`src/rtl/miner_host_pkg.sv`:
```
// Shared types and constants for the miner host: FSM states, transfer sizes and
// the bit positions used on the device handshake lines.
package miner_host_pkg;

  typedef enum logic [2:0] {
    StIdle,
    StWrRqHi,
    StWrRqLo,
    StWaitDone,
    StRdRqHi,
    StRdRqLo,
    StFin,
    StErr
  } state_e;

  localparam int unsigned HDR_WORDS  = 40;
  localparam int unsigned HASH_BYTES = 32;
  localparam int unsigned RQ_BIT     = 7;
  localparam int unsigned DONE_BIT   = 6;
  localparam int unsigned ACK_BIT    = 7;

endpackage

```
`src/rtl/bit_sync.sv`:
```
// Multi-bit flop chain bringing asynchronous device outputs into the clk domain.
// STAGES must be at least 2.
module bit_sync #(
  parameter int unsigned WIDTH  = 1,
  parameter int unsigned STAGES = 2
) (
  input  logic             clk_i,
  input  logic             rst_i,
  input  logic [WIDTH-1:0] d_i,
  output logic [WIDTH-1:0] q_o
);

  logic [WIDTH-1:0] sync_q [STAGES];
  logic [WIDTH-1:0] sync_d [STAGES];

  always_comb begin
    sync_d[0] = d_i;
    for (int i = 1; i < int'(STAGES); i++) begin
      sync_d[i] = sync_q[i-1];
    end
  end

  always_ff @(posedge clk_i) begin
    for (int i = 0; i < int'(STAGES); i++) begin
      if (rst_i) begin
        sync_q[i] <= '0;
      end else begin
        sync_q[i] <= sync_d[i];
      end
    end
  end

  assign q_o = sync_q[STAGES-1];

endmodule

```
`src/rtl/miner_host.sv`:
```
// Host side of the miner device link: streams a 640-bit header to the device as
// 40 request/response words, then collects 32 hash bytes using an rq/ack handshake.
module miner_host
  import miner_host_pkg::*;
#(
  parameter int unsigned SYNC_STAGES = 2,
  parameter int unsigned TIMEOUT     = 1048576
) (
  input  logic         clk,
  input  logic         rst,
  input  logic         start,
  input  logic         abort,
  input  logic [639:0] header,
  output logic         busy,
  output logic         hash_valid,
  output logic [255:0] hash,
  output logic         error,
  output logic [31:0]  cycle_count,
  output logic [7:0]   dev_ui,
  output logic [7:0]   dev_uio_in,
  input  logic [7:0]   dev_uo,
  input  logic [7:0]   dev_uio_out
);

  localparam logic [31:0] WaitLast  = 32'(TIMEOUT - 1);
  localparam logic [5:0]  LastWord  = 6'(HDR_WORDS - 1);
  localparam logic [5:0]  AddrLimit = 6'(HASH_BYTES);

  logic [15:0] dev_sync;
  logic [7:0]  uo_s, rd_data;
  logic        rq, done_s;
  logic [5:0]  addr;

  bit_sync #(
    .WIDTH (16),
    .STAGES(SYNC_STAGES)
  ) u_bit_sync (
    .clk_i(clk),
    .rst_i(rst),
    .d_i  ({dev_uo, dev_uio_out}),
    .q_o  (dev_sync)
  );

  assign uo_s    = dev_sync[15:8];
  assign rd_data = dev_sync[7:0];
  assign rq      = uo_s[RQ_BIT];
  assign done_s  = uo_s[DONE_BIT];
  assign addr    = uo_s[5:0];

  state_e        state_q, state_d;
  logic [639:0]  hdr_q, hdr_d;
  logic [5:0]    idx_q, idx_d;
  logic [255:0]  hash_q, hash_d;
  logic          hash_valid_q, hash_valid_d;
  logic          error_q, error_d;
  logic [31:0]   cnt_q, cnt_d;
  logic [7:0]    ui_q, ui_d;
  logic [7:0]    uio_q, uio_d;
  logic [31:0]   wait_q, wait_d;
  logic          busy_s;

  assign busy_s = (state_q != StIdle) && (state_q != StErr);

  always_comb begin
    state_d      = state_q;
    hdr_d        = hdr_q;
    idx_d        = idx_q;
    hash_d       = hash_q;
    hash_valid_d = hash_valid_q;
    error_d      = error_q;
    cnt_d        = cnt_q;
    ui_d         = ui_q;
    uio_d        = uio_q;

    if (busy_s && (cnt_q != '1)) begin
      cnt_d = cnt_q + 32'd1;
    end

    unique case (state_q)
      StIdle: begin
        if (start) begin
          hdr_d        = header;
          hash_d       = '0;
          hash_valid_d = 1'b0;
          error_d      = 1'b0;
          cnt_d        = '0;
          idx_d        = '0;
          state_d      = StWrRqHi;
        end
      end
      StWrRqHi: begin
        // hdr_q is shifted per word so the current word always sits at the top.
        if (rq) begin
          ui_d    = hdr_q[639:632];
          uio_d   = hdr_q[631:624];
          state_d = StWrRqLo;
        end
      end
      StWrRqLo: begin
        if (!rq) begin
          idx_d   = idx_q + 6'd1;
          hdr_d   = {hdr_q[623:0], 16'h0000};
          state_d = (idx_q == LastWord) ? StWaitDone : StWrRqHi;
        end
      end
      StWaitDone: begin
        ui_d  = '0;
        uio_d = '0;
        if (done_s) begin
          state_d = StRdRqHi;
        end
      end
      StRdRqHi: begin
        if (addr >= AddrLimit) begin
          state_d = StFin;
        end else if (rq) begin
          for (int k = 0; k < int'(HASH_BYTES); k++) begin
            if (addr[4:0] == 5'(k)) begin
              hash_d[255-8*k -: 8] = rd_data;
            end
          end
          ui_d          = '0;
          ui_d[ACK_BIT] = 1'b1;
          uio_d         = '0;
          state_d       = StRdRqLo;
        end
      end
      StRdRqLo: begin
        if (!rq) begin
          ui_d    = '0;
          state_d = StRdRqHi;
        end
      end
      StFin: begin
        hash_valid_d = 1'b1;
        state_d      = StIdle;
      end
      StErr: begin
      end
      default: begin
        state_d = StIdle;
      end
    endcase

    if ((state_q inside {StWrRqHi, StWrRqLo, StWaitDone, StRdRqHi, StRdRqLo}) &&
        (state_d == state_q) && (wait_q == WaitLast)) begin
      state_d = StErr;
      error_d = 1'b1;
      ui_d    = '0;
      uio_d   = '0;
    end

    if (abort) begin
      state_d      = StIdle;
      hash_valid_d = 1'b0;
      error_d      = 1'b0;
      ui_d         = '0;
      uio_d        = '0;
    end

    wait_d = (state_d != state_q) ? '0 : wait_q + 32'd1;
  end

  always_ff @(posedge clk) begin
    if (rst) begin
      state_q      <= StIdle;
      hdr_q        <= '0;
      idx_q        <= '0;
      hash_q       <= '0;
      hash_valid_q <= 1'b0;
      error_q      <= 1'b0;
      cnt_q        <= '0;
      ui_q         <= '0;
      uio_q        <= '0;
      wait_q       <= '0;
    end else begin
      state_q      <= state_d;
      hdr_q        <= hdr_d;
      idx_q        <= idx_d;
      hash_q       <= hash_d;
      hash_valid_q <= hash_valid_d;
      error_q      <= error_d;
      cnt_q        <= cnt_d;
      ui_q         <= ui_d;
      uio_q        <= uio_d;
      wait_q       <= wait_d;
    end
  end

  assign busy        = busy_s;
  assign hash_valid  = hash_valid_q;
  assign hash        = hash_q;
  assign error       = error_q;
  assign cycle_count = cnt_q;
  assign dev_ui      = ui_q;
  assign dev_uio_in  = uio_q;

endmodule

```
`config.mk`:
```
export PLATFORM = sky130hd
export DESIGN_NAME = miner_host
export DESIGN_NICKNAME = d
export VERILOG_FILES = /design/src/rtl/miner_host_pkg.sv /design/src/rtl/bit_sync.sv /design/src/rtl/miner_host.sv
export SDC_FILE = /design/constraint.sdc
export NUM_CORES = 2
export LEC_CHECK = 0
export BUFFER_PORTS_ARGS = -buffer_cell sky130_fd_sc_hd__buf_2
export CORE_AREA = 2 2 373 375
export CTS_CLUSTER_DIAMETER = 120
export DETAILED_ROUTE_END_ITERATION = 8
export DIE_AREA = 0 0 375 377
export GPL_TIMING_DRIVEN = 0
export RECOVER_POWER = 50
export SLEW_MARGIN = 20
export SYNTH_ARGS = -nofsm -noshare
export SYNTH_HDL_FRONTEND = slang
export SYNTH_SLANG_ARGS = --single-unit
```
`constraint.sdc`:
```
create_clock -name clk -period 2.1 [get_ports clk]
set_clock_uncertainty 0.2 [all_clocks]
set_input_delay 0.105 -clock clk [delete_from_list [all_inputs] [get_ports clk]]
set_output_delay 0.105 -clock clk [all_outputs]
set_load 0.02 [all_outputs]
```
==> impl_metrics.csv, run 1 <==
group,metric,value,unit
run_status,status,"aborted with a tool error",
run_status,stop_stage,"global routing",
run_status,stop_error,"[ERROR GRT-0232] Routing congestion too high. Check the congestion heatmap in the GUI.",
yosys,yosysSeqAreaShare,0.4905,
yosys,synth_nets,5702,
yosys,async_flop_share,0,
global_route,track_usage,0.3115,
clock_network,numCtsBuffers,113,
floorplan,io_pins,967,
floorplan,dieWidth,375,µm
floorplan,rows,136,
floorplan,start_util,0.3036,
clock_network,root_buffer,"clkbuf_16",
clock_network,h-tree-depth,3,
clock_network,cts.sinks,1019,
yosys,syn_inst,5039,
place,post_dp_cell_area,48800,µm²
clock_network,clockBufferDepth,3,
yosys,synth-seq-cells,1019,
place,dp_hpwl,148000,µm
yosys,synth.avg_cell_area,8.253,µm²
yosys,yosys_warnings,0,
yosys,synth_edf_count,0,
yosys,synth_flop_cell,"dfxtp_1",
place,portBuffers,964,
place,routabilityCongestion,0.9948,
global_route,grt_max_degree,16,
global_route,globalRoute.totalOverflow,10,
yosys,synthDistinctLibCells,57,
yosys,syn_area,41590,µm²
floorplan,die_h,377,µm
==> synth_stat cells (3+ instances only) <==
cell type,number,area share
a211oi_1,5,0.00090
a21oi_1,37,0.0045
a21oi_2,7,0.0015
a22oi_1,16,0.0029
a311oi_1,624,0.13
and2_1,11,0.0017
and3_1,30,0.0045
and4_1,10,0.0021
buf_1,27,0.0024
buf_2,107,0.013
buf_6,3,0.00081
clkbuf_1,312,0.028
dfxtp_1,1019,0.49
ha_1,3,0.00090
inv_1,9,0.00081
mux2i_1,256,0.062
nand2_1,1293,0.12
nand2b_1,9,0.0014
nand3_1,36,0.0043
nand4_1,20,0.0030
nor2_1,981,0.089
nor2_2,8,0.0012
nor2b_1,38,0.0057
nor3_1,38,0.0046
nor3b_1,4,0.00072
nor4_1,10,0.0015
o21a_1,3,0.00054
o21ai_0,19,0.0023
o21ai_1,3,0.00036
o21ai_2,9,0.0019
or3_1,4,0.00060
xnor2_1,19,0.0040
xor2_1,45,0.0095
==> metrics by stage <==
stage | setup slack (ns) | setup TNS [ns] | std cells | util
floorplan | -0.09086 | -10.58 | 5039 | -
global placement | -1.616 | -1134.10 | 7797 | 0.3562
detailed placement | -1.620 | -1145.54 | 7797 | 0.3562
CTS | -0.1700 | -99.57 | 9161 | 0.4807
==> timing repair <==
item,4_1_cts
resized for setup,488
hold endpoints to repair,694
pin swaps,35
setup buffers,27
hold buffers,1140
endpoints found under the setup margin,987
gates cloned,1
==> logic make-up after synthesis <==
group,after synthesis,synth area share
DFF,1019,0.4905
muxes,256,0.06161
buffers and inverters,459,0.04528
AOI/OAI and AO/OA,736,0.1490
and+or+nand+nor,2502,0.2393
adders and majority gates,3,0.0009027
xor gates and xnor gates,64,0.01348
==> per-layer routing <==
metal,global-route usage,overflow
met5,0.02882,0
met4,0.1786,3
met3,0.1318,1
met2,0.4633,5
met1,0.3729,1
==> inputs of run 2 (changes only) <==
CORE_AREA = 2 2 380 382   (was 2 2 373 375)
CTS_CLUSTER_DIAMETER = unset   (was 120)
DIE_AREA = 0 0 382 384   (was 0 0 375 377)
PLACE_DENSITY_LB_ADDON = 0.15   (was unset)
clock period = 2.7 ns   (was 2.1 ns; I/O delays follow)
==> run 2 against run 1 <==
Against the previous run: the flow now finishes without violations; synthesized cell count unchanged; synthesized area unchanged.
==> impl_metrics.csv, run 2 <==
group,metric,value,unit
setup_path,path_depth,6,
finish,largest_reg_flops,640,
sta,drv_slew,0,
clock_network,cts.sinks,1019,
floorplan,dieWidth,382,µm
power_and_ir_drop,p_switching,9.570,mW
sta,fin_crit_sh,0.9787,
clock_network,path_clk_slew,0.06,ns
setup_path,reg2reg_from,"state_q[1]",
global_route,grt_pass1_vias,45610,
setup_path,path_cells,"buf_4, buf_1, o21ai_1, o21a_1, a211oi_1, nor4_1",
clock_network,clk_latency,0.74,ns
clock_network,numCtsBuffers,116,
setup_path,crit_path_end_kind,"flop",
sta,slew_headroom,0.3316,
power_and_ir_drop,powerDensity,590.5,nW/µm²
global_route,grt_max_degree,17,
finish,top_register,"hdr_q",
floorplan,io_pins,967,
finish,mostFrequentLayoutCells,"nand2_1, dfxtp_1, nor2_1, dlygate4sd3_1, buf_2",
yosys,yosys_warnings,0,
global_route,track_usage,0.2575,
yosys,synth_nets,5702,
yosys,syn_area,41590,µm²
yosys,synth-seq-cells,1019,
routing,via_count,45050,
setup_path,r2r_end,"dev_ui[7]",
routing,wl_per_cell,21.73,µm
floorplan,die_h,384,µm
yosys,synthDistinctLibCells,57,
yosys,synth_edf_count,0,
floorplan,core-area,142800,µm²
finish,final_cell_area,62170,µm²
power_and_ir_drop,power_frac_comb,0.123,
sta,setup_viol,0,
routing,drtIter0Drc,2968,
finish,syn2layout_area_growth,49.49,%
global_route,globalRoute.totalOverflow,0,
setup_path,slowest_stage,"dfxtp_1",
worst_hold_path,min_path_type,"input port to flop",
place,post_dp_cell_area,48800,µm²
power_and_ir_drop,ir_worst_vdd,0.6146,mV
sta,tns,0,ns
yosys,yosys.area.top_type,"dfxtp_1",
finish,nNetsFinal,7691,
floorplan,rows,139,
power_and_ir_drop,sw_frac_of_total,0.2607,
job,drv_cap,0,
yosys,synth_flop_cell,"dfxtp_1",
routing,via_per_inst,4.956,
global_route,grt_pass1_wl,287200,µm
setup_path,path_max_fanout,10,
setup_path,rrSetupSlack,0.06,ns
run_status,status,"completed",
power_and_ir_drop,p_int,27.14,mW
yosys,synth_most_common_cell,"nand2_1",
power_and_ir_drop,leakagePower,25.90,nW
setup_path,critical_path_class,"flop to flop",
sta,finalHoldViolCount,0,
worst_hold_path,holdPathStages,4,
place,dp_hpwl,147800,µm
clock_network,root_buffer,"clkbuf_16",
setup_path,max_stage_delay,0.47,ns
setup_path,crit_required,3.09,ns
setup_path,cp_top_family,"compound AO/OA/AOI/OAI gates",
floorplan,dieArea,146700,µm²
sta,finalCriticalPeriod,2.643,ns
sta,fmax,378.4,MHz
setup_path,crit_arrival,3.03,ns
global_route,antenna_found_initial,93,
finish,post-route-util,0.4354,
routing,firstDrtPassIters,5,
setup_path,start_kind,"flop",
setup_path,cp_num_buf_inv,2,
routing,drtAntennaViolNets,0,
yosys,syn_inst,5039,
yosys,synth.avg_cell_area,8.253,µm²
yosys,yosysSeqAreaShare,0.4905,
yosys,netlist_top_cells_area,"dfxtp_1, a311oi_1, nand2_1, nor2_1, mux2i_1",
power_and_ir_drop,seq_power_share,0.446,
power_and_ir_drop,clkPwrFrac,0.432,
clock_network,clockBufferDepth,3,
clock_network,cts_tree,"done",
sta,tightest_slew,1.003,ns
setup_path,ff2ff_path_depth,6,
place,routabilityCongestion,0.9181,
setup_path,cp-startpoint,"state_q[1]",
yosys,synth_top_area_frac,0.4905,
finish,layout_commonest_cell,"nand2_1",
sta,rsz0062_at_grt,"true",
yosys,ys_top_cells_by_count,"nand2_1, dfxtp_1, nor2_1",
place,portBuffers,964,
setup_path,worstSetupEndpoint,"dev_ui[7]",
power_and_ir_drop,total_power,36.71,mW
yosys,async_flop_share,0,
finish,drive_above_1_share,0.1637,
clock_network,h-tree-depth,3,
routing,drt_wl_total,197600,µm
routing,drc,0,
floorplan,start_util,0.2913,
sta,hold_ws,0.05082,ns
-- run 2: worst min path at each step --
stage,end,slack [ns],from
CTS,hdr_q[14],0.0003,header[14]
finish,hdr_q[161],0.05,header[161]
detailed placement,u_bit_sync.sync_q[0][12],0.16,dev_uo[4]
floorplan,u_bit_sync.sync_q[0][0],0.06,dev_uio_out[0]
global route,hdr_q[504],0.02,header[504]
global placement,u_bit_sync.sync_q[0][11],0.16,dev_uo[3]
-- run 2: logic make-up (layout without fill, tap and decap cells) --
kind of cell | Yosys count | after routing | share of synthesized area
XOR/XNOR | 64 | 64 | 0.01348
AO/OA/AOI/OAI | 736 | 736 | 0.1490
adder cells (fa/ha/maj) | 3 | 3 | 0.0009027
flip-flops | 1019 | 1019 | 0.4905
other | 0 | 76 | 0
multiplexers | 256 | 256 | 0.06161
AND/OR/NAND/NOR | 2502 | 2502 | 0.2393
buffers and inverters | 459 | 2531 | 0.04528
-- run 2: final cells by class --
cell class,count,area [µm²]
fill,14400,80610
sequential,1019,20400
multi-input combinational,3561,19580
timing repair buffer,1878,13690
clock buffer,172,3426
tap,1903,2381
buffer,443,2143
clock inverter,29,337.8
antenna,76,190.2
inverter,9,33.78
-- run 2: repair_timing --
action	CTS	global route
pin swaps	3	14
endpoints found under the hold margin	662	0
resized for setup	171	136
hold buffers	897	0
setup buffers	4	13
setup endpoints to repair	942	934
-- run 2: through the flow --
step	worst slack, ns	cells
2_1_floorplan	0.3295	5039
3_3_place_gp	-1.657	7906
3_5_place_dp	-1.644	7906
4_1_cts	0.0005320	9003
5_1_grt	-0.04318	9077
6_report	0.05746	9090
-- run 2: per-layer routing --
metal / up-vias / track usage / share of wire
li1: 21500 / - / -
met1: 21420 / 0.3158 / 0.42
met2: 1568 / 0.4322 / 0.47
met3: 520 / 0.04781 / 0.058
met4: 40 / 0.1274 / 0.050
met5: - / 0 / 0.0012
-- run 2: power groups by stage --
stage	Combinational [mW]	Clock, mW	Sequential [mW]
2_1_floorplan	1.91	0	16.5
3_3_place_gp	3.22	0	16.7
3_5_place_dp	3.25	0	16.7
4_1_cts	4.36	16.1	16.4
5_1_grt	4.87	16.7	16.4
6_report	4.51	15.8	16.4
-- run 2: worst reg2reg max path: cells and delay by family, from the launching register on --
kind	cells	cell delay, ns
AND/OR/NAND/NOR	1	0.09
buffers and inverters	2	0.65
flip-flops	1	0.47
AO/OA/AOI/OAI	3	1.09
Note: power is estimated with default switching activity, not from simulation.
